File: src/rtl/rf_wb_arbiter.sv
// rf_wb_arbiter: shares the register-file write port among NUM_REQ writeback
// requesters. Grants one requester per cycle and registers the winner onto the
// write port. Writes to x0 are suppressed. A flush blocks grants and squashes
// the output stage. A saturating counter tracks cycles with conflicting requests.
// Build option: define RF_WB_ARB_FIXED_PRIO_EN to select fixed priority, where
// the lowest index wins. When it is undefined (the default), arbitration is
// round-robin.
module rf_wb_arbiter #(
   parameter int unsigned NUM_REQ = 2,
   parameter int unsigned XLEN    = 64,
   parameter int unsigned CNT_W   = 32
) (
   input  logic                    clk_i,
   input  logic                    rst_i,
   input  logic                    flush_i,
   input  logic [NUM_REQ-1:0]      req_valid_i,
   input  logic [NUM_REQ*5-1:0]    req_rd_i,
   input  logic [NUM_REQ*XLEN-1:0] req_data_i,
   output logic [NUM_REQ-1:0]      req_ready_o,
   output logic                    wr_reg_en_o,
   output logic [4:0]              rd_o,
   output logic [XLEN-1:0]         wr_reg_data_o,
   output logic [CNT_W-1:0]        conflict_cnt_o
);

   localparam int unsigned IDX_W = $clog2(NUM_REQ);

   logic                 w_found;
   logic [IDX_W-1:0]     w_win;
   logic [4:0]           w_sel_rd;
   logic [XLEN-1:0]      w_sel_data;
   logic [NUM_REQ-1:0]   w_grant;
   logic                 w_multi;
   int unsigned          w_idx;

   logic                 r_wr_en;
   logic [4:0]           r_rd;
   logic [XLEN-1:0]      r_data;
   logic [CNT_W-1:0]     r_cnt;

`ifndef RF_WB_ARB_FIXED_PRIO_EN
   logic [IDX_W-1:0]     r_ptr;
`endif

   // Winner search: the first valid requester in priority order, gated by flush and reset
   always_comb begin
      w_found    = 1'b0;
      w_win      = '0;
      w_sel_rd   = '0;
      w_sel_data = '0;
      w_idx      = 0;
      for (int unsigned k = 0; k < NUM_REQ; k++) begin
`ifdef RF_WB_ARB_FIXED_PRIO_EN
         w_idx = k;
`else
         w_idx = (32'(r_ptr) + 32'd1 + k) % NUM_REQ;
`endif
         if (!w_found && 1'(req_valid_i >> w_idx)) begin
            w_found    = 1'b1;
            w_win      = IDX_W'(w_idx);
            w_sel_rd   = 5'(req_rd_i >> (5 * w_idx));
            w_sel_data = XLEN'(req_data_i >> (XLEN * w_idx));
         end
      end
      if (flush_i || !rst_i) begin
         w_found = 1'b0;
      end
   end

   assign w_grant     = w_found ? (NUM_REQ'(1) << w_win) : '0;
   assign w_multi     = (req_valid_i & (req_valid_i - NUM_REQ'(1))) != '0;
   assign req_ready_o = w_grant;

   // Output stage: register the winner; x0 writes are accepted but not enabled
   always_ff @(posedge clk_i or negedge rst_i) begin
      if (!rst_i) begin
         r_wr_en <= 1'b0;
         r_rd    <= '0;
         r_data  <= '0;
      end else begin
         r_wr_en <= w_found && (w_sel_rd != 5'd0);
         if (w_found) begin
            r_rd   <= w_sel_rd;
            r_data <= w_sel_data;
         end
      end
   end

   // Saturating count of cycles with two or more requests outside a flush
   always_ff @(posedge clk_i or negedge rst_i) begin
      if (!rst_i) begin
         r_cnt <= '0;
      end else if (!flush_i && w_multi && (r_cnt != '1)) begin
         r_cnt <= r_cnt + CNT_W'(1);
      end
   end

`ifndef RF_WB_ARB_FIXED_PRIO_EN
   // Round-robin pointer: remembers the last winner and holds when there is no grant
   always_ff @(posedge clk_i or negedge rst_i) begin
      if (!rst_i) begin
         r_ptr <= IDX_W'(NUM_REQ - 1);
      end else if (w_found) begin
         r_ptr <= w_win;
      end
   end
`endif

   assign wr_reg_en_o    = r_wr_en;
   assign rd_o           = r_rd;
   assign wr_reg_data_o  = r_data;
   assign conflict_cnt_o = r_cnt;

endmodule

File: config.mk
export PLATFORM = sky130hd
export DESIGN_NAME = rf_wb_arbiter
export DESIGN_NICKNAME = d
export VERILOG_FILES = /design/src/rtl/rf_wb_arbiter.sv
export SDC_FILE = /design/constraint.sdc
export NUM_CORES = 1
export LEC_CHECK = 0
export CORE_MARGIN = 5
export CORE_UTILIZATION = 30
export CTS_CLUSTER_SIZE = 30
export DETAILED_ROUTE_END_ITERATION = 16
export PLACE_DENSITY_LB_ADDON = 0.08
export SLEW_MARGIN = 10
export SYNTH_ARGS = -nofsm -noshare
export SYNTH_HDL_FRONTEND = slang
export SYNTH_SLANG_ARGS = --single-unit
File: constraint.sdc
create_clock -name clk_i -period 2.23 [get_ports clk_i]
set_input_delay 0.446 -clock clk_i [delete_from_list [all_inputs] [get_ports clk_i]]
set_output_delay 0.446 -clock clk_i [all_outputs]
set_load 0.03 [all_outputs]
==> key figures, run 1 <==
Place
  – Port buffer count: 246
  – Placed instance area: 0.00765 mm2
  – Detailed Place HPWL: 12200 um
  – RePlAce Congestion: 0.787

Worst setup path
  – Levels on crit path: 6
  – R2R depth: 6
  – CP max stage delay: 490 ps
  – R2r setup slk: 220 ps
  – Crit path launch: req_valid_i[1]
  – Kind of critical path: primary input to primary output
  – CP delay by family, top: buffers and inverters
  – Worst setup EP type: primary output
  – Crit-path cells: clkdlybuf4s50_1 > buf_4 > a21boi_4 > buf_4 > nor2_1 > buf_4
  – Critical path arrival: 1710 ps
  – Critical Path End: req_ready_o[0]
  – Slowest cell on the critical path: clkdlybuf4s50_1
  – Crit Path Max Fanout: 4
  – Critical path buffers and inverters: 4
  – Reg-to-Reg Start: conflict_cnt_o[0]
  – Crit Reg-Reg Endpoint: conflict_cnt_o[16]
  – Worst EP required: 1780 ps
  – CP Launch Type: primary input
  – Cell mode on critical path: buf_4

Yosys
  – Syn Inst Count: 472
  – Ys Warns: 0
  – Mapped Avg Cell Area: 10.2 um2
  – Multiplexer share of the synthesized area: 0.235%
  – FF+latch count, synth: 103
  – Post-synth top area share: 53.2%
  – Sequential fraction of the synthesis area: 53.8%
  – FFs w/ async S/R, synth: 100%
  – Synthesized area: 0.00479 mm2
  – Synthesized-area fraction occupied by and/or/nand/nor cells: 17.6%
  – Compound-Gate Fraction of Synth Area: 19.1%
  – Post-Syn Nets: 616
  – Main combinational cell family by area after synthesis: compound AO/OA/AOI/OAI gates
  – XOR/XNOR Fraction of Synth Area: 5.82%
  – Primary FF master, synth: dfrtp_1
  – Post-synth EDFFs: 0
  – Largest cells by area after synthesis: dfrtp_1, a22oi_1, o21ai_0
  – Post-Synth Adder-Cell Area: 0.261%
  – Distinct cell type count after synthesis: 43
  – Synth area leader: dfrtp_1

Route
  – Vias per inst: 4.80
  – DR DRC count: 0
  – DR iter-0 viols: 191
  – DRT Pass-1 Iters: 4
  – Drt total wl: 15800 um
  – WL/cell: 16.9 um
  – Final antenna-violating net count: 0
  – Detailed-route via count: 4500

Power and ir drop
  – PwrDens: 740 mW/mm2
  – Peak supply drop: 362 uV
  – Lkg Pwr: 3.30 nW
  – Total power: 5.90 mW

STA
  – Final Hold Vio Count: 0
  – Crit share post-route: 96.5%
  – Fin. max-slew vios: 0
  – Final setup violating endpoints: 0
  – Worst Max-Slew Pin Slew: 775 ps
  – Setup Skew: 4.96 ps
  – Slew Limit Headroom: 48.3%
  – Setup tns final: 0 ps
  – Minimum clock period: 2150 ps
  – Fmax: 465 MHz
  – RSZ-0062 raised after global routing: false

CTS
  – Hold buffer count at CTS: 0
  – CTS tree: yes
  – Clock root buffer master: clkbuf_16
  – Post-CTS setup buffers: 0
  – Max Root-Sink Buffers: 2
  – CTS clk-pin slew, worst paths: 70 ps
  – Clock Sinks: 103
  – PostCTS Resize Cnt: 0
  – H-tree Lvls: 3
  – Worst-Skew Late Latency: 340 ps
  – Num CTS Buffers: 9

Global route
  – First-pass GRT wire length: 24900 um
  – Gr usage total: 17.2%
  – Vias in the first global route: 4653
  – Largest net degree at the start of global routing: 94
  – Total global routing overflow: 0
  – Initial antenna violation count: 0

Cells and area
  – Final nets: 861
  – Commonest non-fill, non-tap cell in the layout: clkdlybuf4s50_1
  – Final Core Density: 50.5%
  – Share of layout cells above drive strength 1: 9.83%
  – Most frequent cells in the layout: clkdlybuf4s50_1, dfrtp_1, nand2_1
  – Area Overhead vs Synth: 66.1%
  – Design area: 0.00796 mm2
  – Number of fill cells: 1465
  – Antenna Cells: 0

Outcome
  – Outcome: completed

Die
  – IO Pins: 247
  – Chip width: 136 um
  – Die Ht: 136 um
  – Initial core utilization: 30.4%
  – Core Box Area: 0.0158 mm2
  – Die ar.: 0.0186 mm2
  – FP Rows: 46

Hold path
  – Hold Crit Class: primary input to async pin

Run
  – MaxCap Viol Count: 0
## worst min-delay path by stage
stage,cells past startpoint,to,slack [ps]
detailed placement,2,wr_reg_data_o[54],470
global route,2,conflict_cnt_o[21],250
floorplan,0,conflict_cnt_o[0],150
finish,2,conflict_cnt_o[21],190
CTS,2,conflict_cnt_o[21],220
global placement,2,wr_reg_data_o[53],460
## cells in the mapped netlist, drive strengths merged (2+ instances only)
cell type  count
dfrtp        102
nand2         85
o21ai         70
a22oi         69
clkbuf        31
xnor2         20
nand4         16
xor2          11
nand3         10
nor2           8
and3           7
nor3           7
and4           6
and2           4
buf            4
nor4           3
nor4b          3
a21boi         2
nand3b         2
o41ai          2
## state kept, by name (all words and copies together), names as in the netlist
register,count
r_ptr,1
rd_o,5
wr_reg_en_o,1
wr_reg_data_o,64
conflict_cnt_o,32
## cell families after synthesis
kind of cell	Yosys count
and+or+nand+nor	155
AOI/OAI and AO/OA	145
xor gates and xnor gates	31
adders and majority gates	1
muxes	1
DFF	103
buffers and inverters	36
## through the flow
step | hold WS, ps | setup slack (ps) | instances
2_1_floorplan | 150 | 133 | 472
3_3_place_gp | 462 | 6.76 | 922
3_5_place_dp | 470 | 39.4 | 922
4_1_cts | 219 | 40.0 | 938
5_1_grt | 252 | 15.6 | 938
6_report | 193 | 77.9 | 938
## per-layer routing
layer,share of wire [%],vias up,global-route usage [%]
li1,-,2190,-
met1,41,2147,21.0
met2,49,153,28.6
met3,8.9,10,5.92
met4,1.2,0,5.21
met5,0,-,0
## where the power goes
| part | leakage (nW) | switching [mW] | internal, mW |
|---|---|---|---|
| Clock | 0.156 | 0.690 | 0.960 |
| Combinational | 1.80 | 1.04 | 0.876 |
| Sequential | 1.35 | 0.198 | 2.13 |
| Total | 3.30 | 1.93 | 3.97 |
## layout make-up
| type | count | area, um2 | area share [%] |
|---|---|---|---|
| Timing Repair Buffer | 269 | 2700 | 33.9 |
| Inverter | 1 | 3.75 | 0.0471 |
| Tap cell | 216 | 270 | 3.39 |
| Clock inverter | 3 | 40.0 | 0.503 |
| Clock buffer | 13 | 270 | 3.39 |
| Sequential cell | 103 | 2580 | 32.4 |
| Multi-Input combinational cell | 333 | 2100 | 26.3 |
(Power assumes the default switching activity.)
==> run 2: changes to the inputs <==
- SKIP_LAST_GASP: not set -> 1
==> results of run 2 <==
Same layout as run 1: the final DEF is identical, and so are final timing and power.
==> run 3: changes to the inputs <==
--- a/config.mk
+++ b/config.mk
@@ -10,4 +10,5 @@
 export CTS_CLUSTER_SIZE = 30
 export DETAILED_ROUTE_END_ITERATION = 16
+export GPL_ROUTABILITY_DRIVEN = 0
 export PLACE_DENSITY_LB_ADDON = 0.08
 export SKIP_LAST_GASP = 1
==> constraint.sdc (replaced) <==
create_clock -name clk_i -period 2.23 [get_ports clk_i]
set_input_delay 0.446 -clock clk_i [delete_from_list [all_inputs] [get_ports clk_i]]
set_output_delay 0.446 -clock clk_i [all_outputs]
set_load 0.05 [all_outputs]
==> key figures, run 3 (synthesis gave the netlist of run 1 again) <==
Worst setup path
  – CP delay by family, top: buffers and inverters
  – Critical Path End: conflict_cnt_o[3]
  – R2r setup slk: 220 ps (about the same)
  – CP Launch Type: register
  – Crit Reg-Reg Endpoint: conflict_cnt_o[16]
  – Worst EP required: 1780 ps (about the same)
  – Levels on crit path: 1 (-5)
  – Crit path launch: conflict_cnt_o[3]
  – Critical path buffers and inverters: 1 (-3)
  – Kind of critical path: register to primary output
  – CP max stage delay: 860 ps (+370 ps)
  – Critical path arrival: 1700 ps (about the same)
  – R2R depth: 6 (unchanged)
  – Slowest cell on the critical path: clkdlybuf4s50_1
  – Crit Path Max Fanout: 7 (+3)
  – Worst setup EP type: primary output
  – Reg-to-Reg Start: conflict_cnt_o[0]
  – Crit-path cells: clkdlybuf4s50_1

Die
  – IO Pins: 247 (unchanged)
  – Initial core utilization: 30.4% (unchanged)
  – Die ar.: 0.0186 mm2 (unchanged)
  – FP Rows: 46 (unchanged)
  – Core Box Area: 0.0158 mm2 (unchanged)
  – Chip width: 136 um (unchanged)
  – Die Ht: 136 um (unchanged)

CTS
  – Max Root-Sink Buffers: 2 (unchanged)
  – CTS tree: yes
  – Num CTS Buffers: 9 (unchanged)
  – Clock root buffer master: clkbuf_16
  – Clock Sinks: 103 (unchanged)
  – H-tree Lvls: 3 (unchanged)
  – Post-CTS setup buffers: 0 (unchanged)
  – CTS clk-pin slew, worst paths: 70 ps (about the same)
  – Worst-Skew Late Latency: 340 ps (about the same)

Cells and area
  – Commonest non-fill, non-tap cell in the layout: clkdlybuf4s50_1
  – Final Core Density: 50.7% (+0.21 points)
  – Most frequent cells in the layout: clkdlybuf4s50_1, dfrtp_1, nand2_1
  – Final nets: 860 (-0.12%)
  – Largest register FFs: 64 (unchanged)
  – Share of layout cells above drive strength 1: 9.85% (+0.014 points)
  – Area Overhead vs Synth: 66.8%
  – Antenna Cells: 0 (unchanged)

Global route
  – Largest net degree at the start of global routing: 63 (-33%)
  – First-pass GRT wire length: 23600 um (-5.4%)
  – Gr usage total: 16.2% (-1.0 points)
  – Vias in the first global route: 4460 (-4.1%)
  – Total global routing overflow: 0 (unchanged)
  – Initial antenna violation count: 0 (unchanged)

Power and ir drop
  – Peak supply drop: 472 uV (+31%)
  – PwrDens: 786 mW/mm2 (+6.1%)
  – Lkg Pwr: 3.31 nW (+0.36%)

STA
  – RSZ-0062 raised after global routing: false
  – WHS: 209 ps (+15.8 ps)
  – Minimum clock period: 2140 ps (-11.0 ps)
  – Fin. max-slew vios: 0 (unchanged)
  – Fmax: 467 MHz (+0.51%)
  – Worst Max-Slew Pin Slew: 764 ps (-10.7 ps)
  – Final setup violating endpoints: 0 (unchanged)
  – Slew Limit Headroom: 49.1% (+0.71 points)
  – Final Hold Vio Count: 0 (unchanged)
  – Setup tns final: 0 ps (unchanged)
  – Setup Skew: 8.37 ps (+3.41 ps)
  – Crit share post-route: 96.0% (-0.49 points)

Route
  – Top layer in use: met4
  – WL/cell: 16.1 um (-4.6%)
  – Final antenna-violating net count: 0 (unchanged)
  – M1 WL: 6230 um (-3.0%)
  – DRT Pass-1 Iters: 4 (unchanged)
  – Metal3 WL: 1410 um (-0.57%)
  – Detailed-route via count: 4431 (-1.5%)
  – Drt total wl: 15100 um (-4.7%)
  – Met2 Wirelength: 7110 um (-9.1%)
  – DR iter-0 viols: 136 (-29%)
  – DR DRC count: 0 (unchanged)
  – Vias per inst: 4.73 (-1.4%)

Run
  – MaxCap Viol Count: 0 (unchanged)

Place
  – Port buffer count: 246 (unchanged)
  – Detailed Place HPWL: 11600 um (-4.6%)

Outcome
  – Outcome: completed

Hold path
  – Hold Crit Class: primary input to async pin
## run 3: worst min-delay path by stage
stage	cells past startpoint	to	startpoint	slack (ps)
floorplan	0	conflict_cnt_o[0]	rst_i	150
global placement	1	conflict_cnt_o[21]	rst_i	260
detailed placement	1	conflict_cnt_o[21]	rst_i	260
CTS	2	conflict_cnt_o[13]	rst_i	230
global route	2	conflict_cnt_o[16]	rst_i	270
finish	2	conflict_cnt_o[16]	rst_i	210
## run 3: layout make-up
class                           instances  area, um2
Fill cell                            1493       7770
Timing Repair Buffer                  268       2730
Sequential cell                       103       2580
Multi-Input combinational cell        333       2100
Tap cell                              216        270
Clock buffer                           12        267
Clock inverter                          4       52.6
Inverter                                1       3.75
## run 3: layer usage
| metal | global-route usage, % | vias to the layer above |
|---|---|---|
| met5 | 0 | - |
| met4 | 6.77 | 0 |
| met3 | 5.00 | 21 |
| met2 | 25.6 | 176 |
| met1 | 20.4 | 2035 |
| li1 | - | 2199 |
## run 3: metrics by stage
step	cell area, um2	cells	power, mW	setup WS [ps]
2_1_floorplan	4800	472	3.63	14.3
3_3_place_gp	7660	920	4.67	46.8
3_5_place_dp	7660	920	4.69	6.44
4_1_cts	7990	937	6.39	42.1
5_1_grt	8000	937	6.61	30.6
6_report	8000	937	6.28	88.9
## run 3: where the power goes
group          total (mW)  switching (mW)  internal, mW
Clock                1.66           0.693         0.963
Sequential           2.31           0.181          2.13
Combinational        2.32            1.44         0.873
## run 3: repair_timing
action | in CTS | in global routing
hold buffers | 1 | 0
hold endpoints to repair | 3 | 0
setup endpoints to repair | 0 | 2
resized for setup | 0 | 2
